### config.mk
export PLATFORM = sky130hd
export DESIGN_NAME = alu_op_sequencer
export DESIGN_NICKNAME = d
export VERILOG_FILES = /design/src/rtl/alu_pkg.sv /design/src/rtl/cmd_fifo.sv /design/src/rtl/alu_op_sequencer.sv
export SDC_FILE = /design/constraint.sdc
export NUM_CORES = 1
export LEC_CHECK = 0
export ABC_CLOCK_PERIOD_IN_PS = 3400
export CORE_MARGIN = 4
export CORE_UTILIZATION = 45
export CTS_BUF_LIST = sky130_fd_sc_hd__clkbuf_8
export DETAILED_ROUTE_END_ITERATION = 16
export PLACE_DENSITY = 0.67
export SLEW_MARGIN = 10
export SYNTH_ARGS = -nofsm -noshare
export SYNTH_HDL_FRONTEND = slang
export SYNTH_HIERARCHICAL = 1
export SYNTH_SLANG_ARGS = --single-unit
### constraint.sdc
create_clock -name clk -period 3.4 [get_ports clk]
set_clock_uncertainty 0.15 [all_clocks]
set_input_delay 0.68 -clock clk [delete_from_list [all_inputs] [get_ports clk]]
set_output_delay 0.68 -clock clk [all_outputs]
set_load 0.005 [all_outputs]
### src/rtl/alu_pkg.sv
// Shared definitions for the ALU/accumulator control path.
//  - command kinds carried on cmd_kind
//  - ALU select codes driven on alu_sel
//  - sequencer FSM state encoding
//  - default datapath width
package alu_pkg;

   localparam int unsigned ALU_DW  = 8;
   localparam int unsigned KIND_W  = 2;
   localparam int unsigned SEL_W   = 4;
   localparam int unsigned STATE_W = 3;

   // Command kinds
   localparam logic [KIND_W-1:0] KIND_EXEC  = 2'b00;
   localparam logic [KIND_W-1:0] KIND_LOAD  = 2'b01;
   localparam logic [KIND_W-1:0] KIND_CLEAR = 2'b10;
   localparam logic [KIND_W-1:0] KIND_READ  = 2'b11;

   // ALU select codes (operand A = immediate, operand B = accumulator)
   localparam logic [SEL_W-1:0] ALU_ADD   = 4'd0;
   localparam logic [SEL_W-1:0] ALU_SUB   = 4'd1;
   localparam logic [SEL_W-1:0] ALU_AND   = 4'd2;
   localparam logic [SEL_W-1:0] ALU_OR    = 4'd3;
   localparam logic [SEL_W-1:0] ALU_XOR   = 4'd4;
   localparam logic [SEL_W-1:0] ALU_NOT   = 4'd5;
   localparam logic [SEL_W-1:0] ALU_SHL   = 4'd6;
   localparam logic [SEL_W-1:0] ALU_SHR   = 4'd7;
   localparam logic [SEL_W-1:0] ALU_INC   = 4'd8;
   localparam logic [SEL_W-1:0] ALU_DEC   = 4'd9;
   localparam logic [SEL_W-1:0] ALU_PASSA = 4'd10;
   localparam logic [SEL_W-1:0] ALU_PASSB = 4'd11;
   localparam logic [SEL_W-1:0] ALU_NAND  = 4'd12;
   localparam logic [SEL_W-1:0] ALU_NOR   = 4'd13;
   localparam logic [SEL_W-1:0] ALU_XNOR  = 4'd14;
   localparam logic [SEL_W-1:0] ALU_EQ    = 4'd15;

   // Sequencer FSM states
   localparam logic [STATE_W-1:0] ST_IDLE  = 3'd0;
   localparam logic [STATE_W-1:0] ST_FETCH = 3'd1;
   localparam logic [STATE_W-1:0] ST_OPND  = 3'd2;
   localparam logic [STATE_W-1:0] ST_EXEC  = 3'd3;
   localparam logic [STATE_W-1:0] ST_DONE  = 3'd4;

   // LOAD and CLEAR both start by pulsing the accumulator clear
   function automatic logic kind_clears_acc(input logic [KIND_W-1:0] kind);
      return (kind == KIND_LOAD) || (kind == KIND_CLEAR);
   endfunction

endpackage

### src/rtl/cmd_fifo.sv
// Command FIFO for the ALU op sequencer.
//  clk, rst     clock, synchronous active-high reset (empties the FIFO)
//  push, wdata  write one entry (ignored when full)
//  pop          drop the head entry (ignored when empty)
//  rdata_c      head entry, combinational from storage
//  empty_c      FIFO currently empty
//  empty_d_c    FIFO will be empty after this edge
//  ready        registered "not full", 0 while in reset
// DEPTH must be a power of two so pointers wrap naturally.
module cmd_fifo #(
   parameter int unsigned DEPTH = 4,
   parameter int unsigned WIDTH = 14
) (
   input  logic             clk,
   input  logic             rst,
   input  logic             push,
   input  logic [WIDTH-1:0] wdata,
   input  logic             pop,
   output logic [WIDTH-1:0] rdata_c,
   output logic             empty_c,
   output logic             empty_d_c,
   output logic             ready
);

   localparam int unsigned AW = $clog2(DEPTH);
   localparam int unsigned CW = $clog2(DEPTH + 1);

   logic [WIDTH-1:0] mem [DEPTH];
   logic [AW-1:0]    wr_ptr;
   logic [AW-1:0]    rd_ptr;
   logic [CW-1:0]    count;
   logic [CW-1:0]    count_d;
   logic             push_ok;
   logic             pop_ok;

   // Qualified handshakes and next occupancy
   always_comb begin
      push_ok   = push && (count != CW'(DEPTH));
      pop_ok    = pop && (count != CW'(0));
      count_d   = count + CW'(push_ok) - CW'(pop_ok);
      rdata_c   = mem[rd_ptr];
      empty_c   = (count == CW'(0));
      empty_d_c = (count_d == CW'(0));
   end

   // Pointers, occupancy and registered not-full
   always_ff @(posedge clk) begin
      if (rst) begin
         wr_ptr <= '0;
         rd_ptr <= '0;
         count  <= '0;
         ready  <= 1'b0;
      end else begin
         if (push_ok) wr_ptr <= wr_ptr + AW'(1);
         if (pop_ok)  rd_ptr <= rd_ptr + AW'(1);
         count <= count_d;
         ready <= (count_d != CW'(DEPTH));
      end
   end

   // Storage needs no reset; occupancy gates every read
   always_ff @(posedge clk) begin
      if (push_ok) mem[wr_ptr] <= wdata;
   end

endmodule

### src/rtl/alu_op_sequencer.sv
// ALU op sequencer: queues op commands and sequences the operand tri-buffer,
// ALU select and accumulator controls for each, then presents the captured
// ALU result on a valid/ready port.
//  clk, rst                  clock, synchronous active-high reset
//  cmd_valid/cmd_ready       command handshake (cmd_ready = FIFO not full)
//  cmd_kind/cmd_sel/cmd_imm  EXEC/LOAD/CLEAR/READ, ALU select, operand A
//  opnd_en/opnd_data         operand tri-buffer enable and data (ALU A)
//  alu_sel                   ALU select
//  alu_out/alu_carry         ALU combinational result and carry
//  acc_en/acc_rst            accumulator load / clear
//  res_valid/res_ready       result handshake
//  res_data/res_carry        captured result and carry
//  busy                      command in flight or queued
module alu_op_sequencer
   import alu_pkg::*;
#(
   parameter int unsigned DEPTH = 4,
   parameter int unsigned DW    = ALU_DW
) (
   input  logic              clk,
   input  logic              rst,
   input  logic              cmd_valid,
   output logic              cmd_ready,
   input  logic [KIND_W-1:0] cmd_kind,
   input  logic [SEL_W-1:0]  cmd_sel,
   input  logic [DW-1:0]     cmd_imm,
   output logic              opnd_en,
   output logic [DW-1:0]     opnd_data,
   output logic [SEL_W-1:0]  alu_sel,
   input  logic [DW-1:0]     alu_out,
   input  logic              alu_carry,
   output logic              acc_en,
   output logic              acc_rst,
   output logic              res_valid,
   input  logic              res_ready,
   output logic [DW-1:0]     res_data,
   output logic              res_carry,
   output logic              busy
);

   localparam int unsigned CMD_W = KIND_W + SEL_W + DW;

   logic [STATE_W-1:0] state;
   logic [STATE_W-1:0] state_d;

   logic [CMD_W-1:0]   head_c;
   logic [KIND_W-1:0]  head_kind_c;
   logic [SEL_W-1:0]   head_sel_c;
   logic [DW-1:0]      head_imm_c;
   logic               fifo_empty_c;
   logic               fifo_empty_d_c;
   logic               fifo_push_c;
   logic               pop_c;

   // Latched command being sequenced
   logic [KIND_W-1:0]  cmd_kind_q;
   logic [SEL_W-1:0]   cmd_sel_q;
   logic [DW-1:0]      cmd_imm_q;

   // Command the next state acts on (head if popping this cycle)
   logic [KIND_W-1:0]  nxt_kind_c;
   logic [SEL_W-1:0]   nxt_sel_c;
   logic [DW-1:0]      nxt_imm_c;

   // Next values of the registered outputs
   logic               opnd_en_d;
   logic [DW-1:0]      opnd_data_d;
   logic [SEL_W-1:0]   alu_sel_d;
   logic               acc_en_d;
   logic               acc_rst_d;
   logic               res_valid_d;
   logic               busy_d;

   assign fifo_push_c = cmd_valid && cmd_ready;

   cmd_fifo #(
      .DEPTH (DEPTH),
      .WIDTH (CMD_W)
   ) u_cmd_fifo (
      .clk       (clk),
      .rst       (rst),
      .push      (fifo_push_c),
      .wdata     ({cmd_kind, cmd_sel, cmd_imm}),
      .pop       (pop_c),
      .rdata_c   (head_c),
      .empty_c   (fifo_empty_c),
      .empty_d_c (fifo_empty_d_c),
      .ready     (cmd_ready)
   );

   // Unpack FIFO head
   always_comb begin
      head_kind_c = head_c[CMD_W-1 -: KIND_W];
      head_sel_c  = head_c[DW +: SEL_W];
      head_imm_c  = head_c[DW-1:0];
   end

   // Next state, FIFO pop and next registered outputs
   always_comb begin
      state_d     = state;
      pop_c       = 1'b0;
      nxt_kind_c  = cmd_kind_q;
      nxt_sel_c   = cmd_sel_q;
      nxt_imm_c   = cmd_imm_q;
      opnd_en_d   = 1'b0;
      opnd_data_d = '0;
      alu_sel_d   = ALU_ADD;
      acc_en_d    = 1'b0;
      acc_rst_d   = 1'b0;
      res_valid_d = 1'b0;
      busy_d      = 1'b0;

      case (state)
         ST_IDLE: begin
            if (!fifo_empty_c) begin
               pop_c   = 1'b1;
               state_d = ST_FETCH;
            end
         end
         ST_FETCH: begin
            state_d = (cmd_kind_q == KIND_CLEAR) ? ST_DONE : ST_OPND;
         end
         ST_OPND: state_d = ST_EXEC;
         ST_EXEC: state_d = ST_DONE;
         ST_DONE: begin
            // Handing off the result frees the sequencer; fetch the next
            // queued command right away to sustain one command per 4 cycles.
            if (res_valid && res_ready) begin
               if (!fifo_empty_c) begin
                  pop_c   = 1'b1;
                  state_d = ST_FETCH;
               end else begin
                  state_d = ST_IDLE;
               end
            end
         end
         default: state_d = ST_IDLE;
      endcase

      if (pop_c) begin
         nxt_kind_c = head_kind_c;
         nxt_sel_c  = head_sel_c;
         nxt_imm_c  = head_imm_c;
      end

      // Operand bus is driven only in OPND/EXEC; READ adds zero to the acc
      opnd_en_d = (state_d == ST_OPND) || (state_d == ST_EXEC);
      if (opnd_en_d && (nxt_kind_c != KIND_READ)) opnd_data_d = nxt_imm_c;
      if (opnd_en_d && (nxt_kind_c == KIND_EXEC)) alu_sel_d = nxt_sel_c;

      acc_en_d    = (state_d == ST_EXEC) && (nxt_kind_c != KIND_READ);
      acc_rst_d   = (state_d == ST_FETCH) && kind_clears_acc(nxt_kind_c);
      res_valid_d = (state_d == ST_DONE);
      busy_d      = (state_d != ST_IDLE) || !fifo_empty_d_c;
   end

   // FSM state register
   always_ff @(posedge clk) begin
      if (rst) state <= ST_IDLE;
      else     state <= state_d;
   end

   // Registered outputs, command latch and result capture
   always_ff @(posedge clk) begin
      if (rst) begin
         opnd_en    <= 1'b0;
         opnd_data  <= '0;
         alu_sel    <= '0;
         acc_en     <= 1'b0;
         acc_rst    <= 1'b0;
         res_valid  <= 1'b0;
         busy       <= 1'b0;
         cmd_kind_q <= KIND_EXEC;
         cmd_sel_q  <= '0;
         cmd_imm_q  <= '0;
         res_data   <= '0;
         res_carry  <= 1'b0;
      end else begin
         opnd_en    <= opnd_en_d;
         opnd_data  <= opnd_data_d;
         alu_sel    <= alu_sel_d;
         acc_en     <= acc_en_d;
         acc_rst    <= acc_rst_d;
         res_valid  <= res_valid_d;
         busy       <= busy_d;
         cmd_kind_q <= nxt_kind_c;
         cmd_sel_q  <= nxt_sel_c;
         cmd_imm_q  <= nxt_imm_c;
         // Result is sampled as EXEC ends; CLEAR reports zero without the ALU
         if (state == ST_EXEC) begin
            res_data  <= alu_out;
            res_carry <= alu_carry;
         end else if ((state == ST_FETCH) && (cmd_kind_q == KIND_CLEAR)) begin
            res_data  <= '0;
            res_carry <= 1'b0;
         end
      end
   end

endmodule

* Word-level counts from Yosys, hierarchy flattened *
Memory sizes are Yosys's and may differ from the RTL's. A register that Yosys moved wholly into a read port is not among the register bits.
Index checks and enable logic that the tools add are counted.

word-level totals
  register bits = 51
  bits in writable memories = 56
  output and inout bits = 27
  word-level logic and storage cells = 79
  memories = 1

memories
  memory          depth  bits a word  read ports  clocked after Yosys merged registers in  write ports  line            text
  u_cmd_fifo.mem  4      14           1           1                                        1            cmd_fifo.sv:28  logic [WIDTH-1:0] mem [DEPTH];

cells by class
  add/sub/neg operators = 4
  equal/unequal tests = 14
  muxes and demuxes = 19
  bitwise operators = 2
  reduce and logical (&&, ||, !) cells = 22

operators with widths
  kind                   count
  $mux W8                3
  $pmux W3 S5            1
  $eq A3 B2 Y1 const B   4
  $logic_and A1 B1 Y1    9
  $logic_not A3 Y1       3
  $mux W3                3
  $mux W1                7
  $eq A3 B1 Y1 const B   2
  $eq A3 B3 Y1 const B   2
  $mux W2                3
  $ne A3 B3 Y1 const B   2
  $reduce_bool A3 Y1     2
  $add A2 B1 Y2 const B  2
  $eq A2 B2 Y1 const B   2
  $mux W4                1
  $reduce_or A2 Y1       2
  $add A3 B1 Y3          1
  $logic_or A1 B1 Y1     3
  $sub A3 B1 Y3          1
  $eq A2 B1 Y1 const B   1
  $logic_not A2 Y1       1
  $ne A2 B2 Y1 const B   1
  $not A1 Y1             2
  $pmux W1 S2            1
  other kinds (2)        2

* Longest topological paths before layout *
  depth in word-level cells = 9
  gate-level depth with buffers = 15
  depth with buffers taken out = 13

* By module *
Netlist, hierarchy kept.

modules (own cells, without submodules)
  module            times used  cells each  area each (um^2)  seq. area each (um^2)
  cmd_fifo          1           127         2553.7            1881.8
  alu_op_sequencer  1           142         1472.7            860.8

* Worst setup path after synthesis *
Ideal clock, no wire load.

  path type = input-to-reg
  start point = in res_ready
  end point = reg busy
  library setup time = 0.132 ns
  data arrival time = 2.788 ns
  path slack = 0.329 ns
  stages = 15
  cells stage by stage = a21boi_4 or4_1 buf_6 buf_12 inv_1 o31ai_1 inv_1 ha_1 inv_1 ha_1 fa_1 xnor2_1 xnor2_1 nor3_1 a31oi_1

between the ends
  longest elaborated chain between the ends = 8
  elaborated cells between the ends (all ways) = 11
  classes of those cells = add/sub (1); mux (4); reduce/logical (6)

RTL lines
  element                 line                     text
  start: declaration      alu_op_sequencer.sv:35   input logic res_ready,
  $logic_and A1 B1 Y1     alu_op_sequencer.sv:128  if (res_valid && res_ready) begin
  $mux W1                 alu_op_sequencer.sv:128
  $pmux W1 S2             alu_op_sequencer.sv:113  case (state)
  net pop_c               alu_op_sequencer.sv:53   logic pop_c;
  $logic_and A1 B1 Y1     cmd_fifo.sv:39           pop_ok = pop && (count != CW'(0));
  net u_cmd_fifo.pop_ok   cmd_fifo.sv:34           logic pop_ok;
  $sub A3 B1 Y3           cmd_fifo.sv:40           count_d = count + CW'(push_ok) - CW'(pop_ok);
  $logic_not A3 Y1        cmd_fifo.sv:43           empty_d_c = (count_d == CW'(0));
  net fifo_empty_d_c      alu_op_sequencer.sv:51   logic fifo_empty_d_c;
  $logic_not A1 Y1        alu_op_sequencer.sv:154  busy_d = (state_d != ST_IDLE) || !fifo_empty_d_c;
  $logic_or A1 B1 Y1      alu_op_sequencer.sv:154
  end signal: assignment  alu_op_sequencer.sv:185  busy <= busy_d;
  end: declaration        alu_op_sequencer.sv:38   output logic busy

The timed path passes the listed nets, and every way through them passes these cells.
A chain may end at the register's enable or synchronous reset.

* Worst setup path in the final report *
Ends and elaborated chain as after synthesis.

==> impl_metrics.json <==
{
  "die_width_um": 103,
  "clkSinkCount": 109,
  "grt_pass1_wl_um": 10600,
  "slew_viol_final": 0,
  "period_needed_ns": 3.15,
  "htree_levels": 3,
  "grt.total_usage_pct": 13.2,
  "antenna_cells": 0,
  "rsz0062_at_grt": "false",
  "p_per_area_nw_per_um2": 726,
  "ctsResizeCount": 0,
  "ys_seq_elements": 109,
  "area_growth_pct": 22.6,
  "hold_class": "reg2reg",
  "p_leak_nw": 1.83,
  "drc": 0,
  "io_pins": 54,
  "cts_setup_buffers": 0,
  "first_global_vias": 2144,
  "fin_nets": 373,
  "start_util_pct": 46.2,
  "num_vias": 2201,
  "numCtsBuffers": 9,
  "rows": 34,
  "io_buffers": 53,
  "whs_ns": 0.346,
  "clockBufferDepth": 2,
  "synth_cells": 269,
  "r2r_cells": 13,
  "hold_path_startpoint": "cmd_imm_q[4]$_SDFF_PP0_",
  "mostFrequentLayoutCells": "edfxtp_1, dfxtp_1, clkdlybuf4s50_1",
  "path_class": "in2reg",
  "worstSkewPairLatency_ns": 0.36,
  "drt-pass1-iter-count": 4,
  "place_ws_ns": -0.112,
  "reg2reg_slack_ns": 0.52,
  "place.gp.congestion": 0.792,
  "worstSetupStartpointType": "input port",
  "via_per_inst": 4.89,
  "root_buffer": "clkbuf_8",
  "place_hpwl_um": 4650,
  "fmax_mhz": 318,
  "final_common_cell": "edfxtp_1",
  "core_um2": 8720,
  "tightest_slew_ns": 0.690,
  "arrival_ns": 3.25,
  "detail-route-antenna-nets": 0,
  "grt_max_degree": 19,
  "setup_viol": 0,
  "regArea_um2": 2740,
  "placed_cell_area_um2": 4710,
  "die_area_um2": 10500,
  "netlist_area_um2": 4030,
  "hold_buffers": 0,
  "nFillCells": 705,
  "r2r_start": "u_cmd_fifo/count[1]$_SDFF_PP0_",
  "die_y_um": 103,
  "end_kind": "register",
  "path_clk_slew_ns": 0.11,
  "drive_above_1_share_pct": 13.2,
  "syn-num-nets": 305,
  "drt-total-wl_um": 6520,
  "grt_antenna_before_repair": 0,
  "reg2reg_to": "busy$_SDFF_PP0_",
  "yosys_warnings": 6,
  "ir_drop_mv": 0.319,
  "holdPathEnd": "opnd_data[4]$_SDFF_PP0_",
  "avgSynthCellArea_um2": 15.0,
  "grt_overflow": 0,
  "cts_tree": "built",
  "yosysSeqAreaShare_pct": 68.1,
  "relSlewSlack_pct": 53.7,
  "first_iter_violations": 87,
  "postLayoutCellArea_um2": 4940,
  "hold_viol_final": 0,
  "fin_util_pct": 56.6,
  "ys_types": 39,
  "period_share_pct": 92.6,
  "crit_fanout": 3,
  "multiInputGateArea_um2": 1140,
  "status": "complete, no violations",
  "routedWlPerCell_um": 14.5,
  "maxCapViolCount": 0,
  "worstHoldPathCells": 2,
  "worstPathRequired_ns": 3.50,
  "fin_ws_ns": 0.251
}
## critical path, stage by stage
cell and delay, ns:
clkdlybuf4s50_1 0.53, a21boi_4 0.07, or4_1 0.43, inv_1 0.10, o31ai_1 0.08, inv_1 0.06
ha_1 0.11, inv_1 0.03, ha_1 0.19, fa_1 0.38, xnor2_1 0.14, xnor2_1 0.16
nor3_1 0.18, a31oi_1 0.10
## kinds of logic after synthesis
logic type / share of synthesized area [%]
adder cells (fa/ha/maj): 2.98
AND/OR/NAND/NOR: 7.80
AO/OA/AOI/OAI: 4.79
buffers and inverters: 3.45
multiplexers: 12.2
XOR/XNOR: 0.653
flip-flops: 68.1
## cells in the mapped netlist, drive strengths merged
cell type	count	area share, %
and2	6	0.93
nand2b	2	0.31
a221o	1	0.28
ha	8	2.5
and3	1	0.16
a21oi	3	0.37
nand3b	1	0.19
fa	1	0.50
nor3	3	0.37
o31ai	1	0.19
nor2b	4	0.62
a21boi	2	0.75
xnor2	2	0.44
or4	1	0.19
nor2	47	4.4
a221oi	2	0.44
inv	13	1.2
o211ai	1	0.19
mux2	1	0.28
dfxtp	53	26
nand2	1	0.093
mux2i	15	3.7
buf	5	1.7
mux4	14	8.2
edfxtp	56	42
o21a	2	0.37
nor3b	1	0.19
o21ai	3	0.37
a22oi	9	1.7
a31oi	1	0.16
and2b	1	0.22
or3	1	0.16
clkbuf	6	0.56
xor2	1	0.22
## layout make-up
type | instances | share of cell area (%)
clock inverters | 7 | 1.98
clock buffers | 9 | 2.51
repair buffers | 68 | 13.0
flip-flops and latches | 109 | 55.6
inverters | 13 | 0.989
multi-input cells | 136 | 23.2
well taps | 108 | 2.74
## per-layer routing
layer | wire (um) | part of all wire [%] | track usage, %
met1 | 3020 | 46 | 17.2
met2 | 3020 | 46 | 21.2
met3 | 397 | 6.1 | 3.99
met4 | 80 | 1.2 | 4.54
met5 | 0 | 0 | 0
## flip-flops by register name, summed over array words and instances, names as in the netlist, 2 cells and up, named ones only
name               count
u_cmd_fifo/mem        56
u_cmd_fifo/wr_ptr      2
alu_sel                4
u_cmd_fifo/rd_ptr      2
u_cmd_fifo/count       3
cmd_imm_q              8
opnd_data              8
res_data               8
cmd_sel_q              4
state                  3
cmd_kind_q             2
## power by group
part           leakage [nW]  internal [mW]  switching, mW
clock                 0.112          0.419          0.421
combinational         0.781          0.550          0.476
sequential            0.939           1.61          0.110
## worst max path at each step
stage                   start         endpoint  slack [ns]
floorplan           res_ready  busy$_SDFF_PP0_        0.33
global placement    res_ready  busy$_SDFF_PP0_       -0.04
detailed placement  res_ready  busy$_SDFF_PP0_       -0.11
CTS                 res_ready  busy$_SDFF_PP0_        0.27
global route        res_ready  busy$_SDFF_PP0_        0.08
finish              res_ready  busy$_SDFF_PP0_        0.25
## through the flow
step | total power [mW] | cells | TNS (ns)
global route | 3.82 | 450 | 0
detailed placement | 2.78 | 434 | -0.112
finish | 3.58 | 450 | 0
global placement | 2.77 | 434 | -0.0378
floorplan | 2.47 | 269 | 0
CTS | 3.63 | 450 | 0
Power figures use the tool's default switching activity.
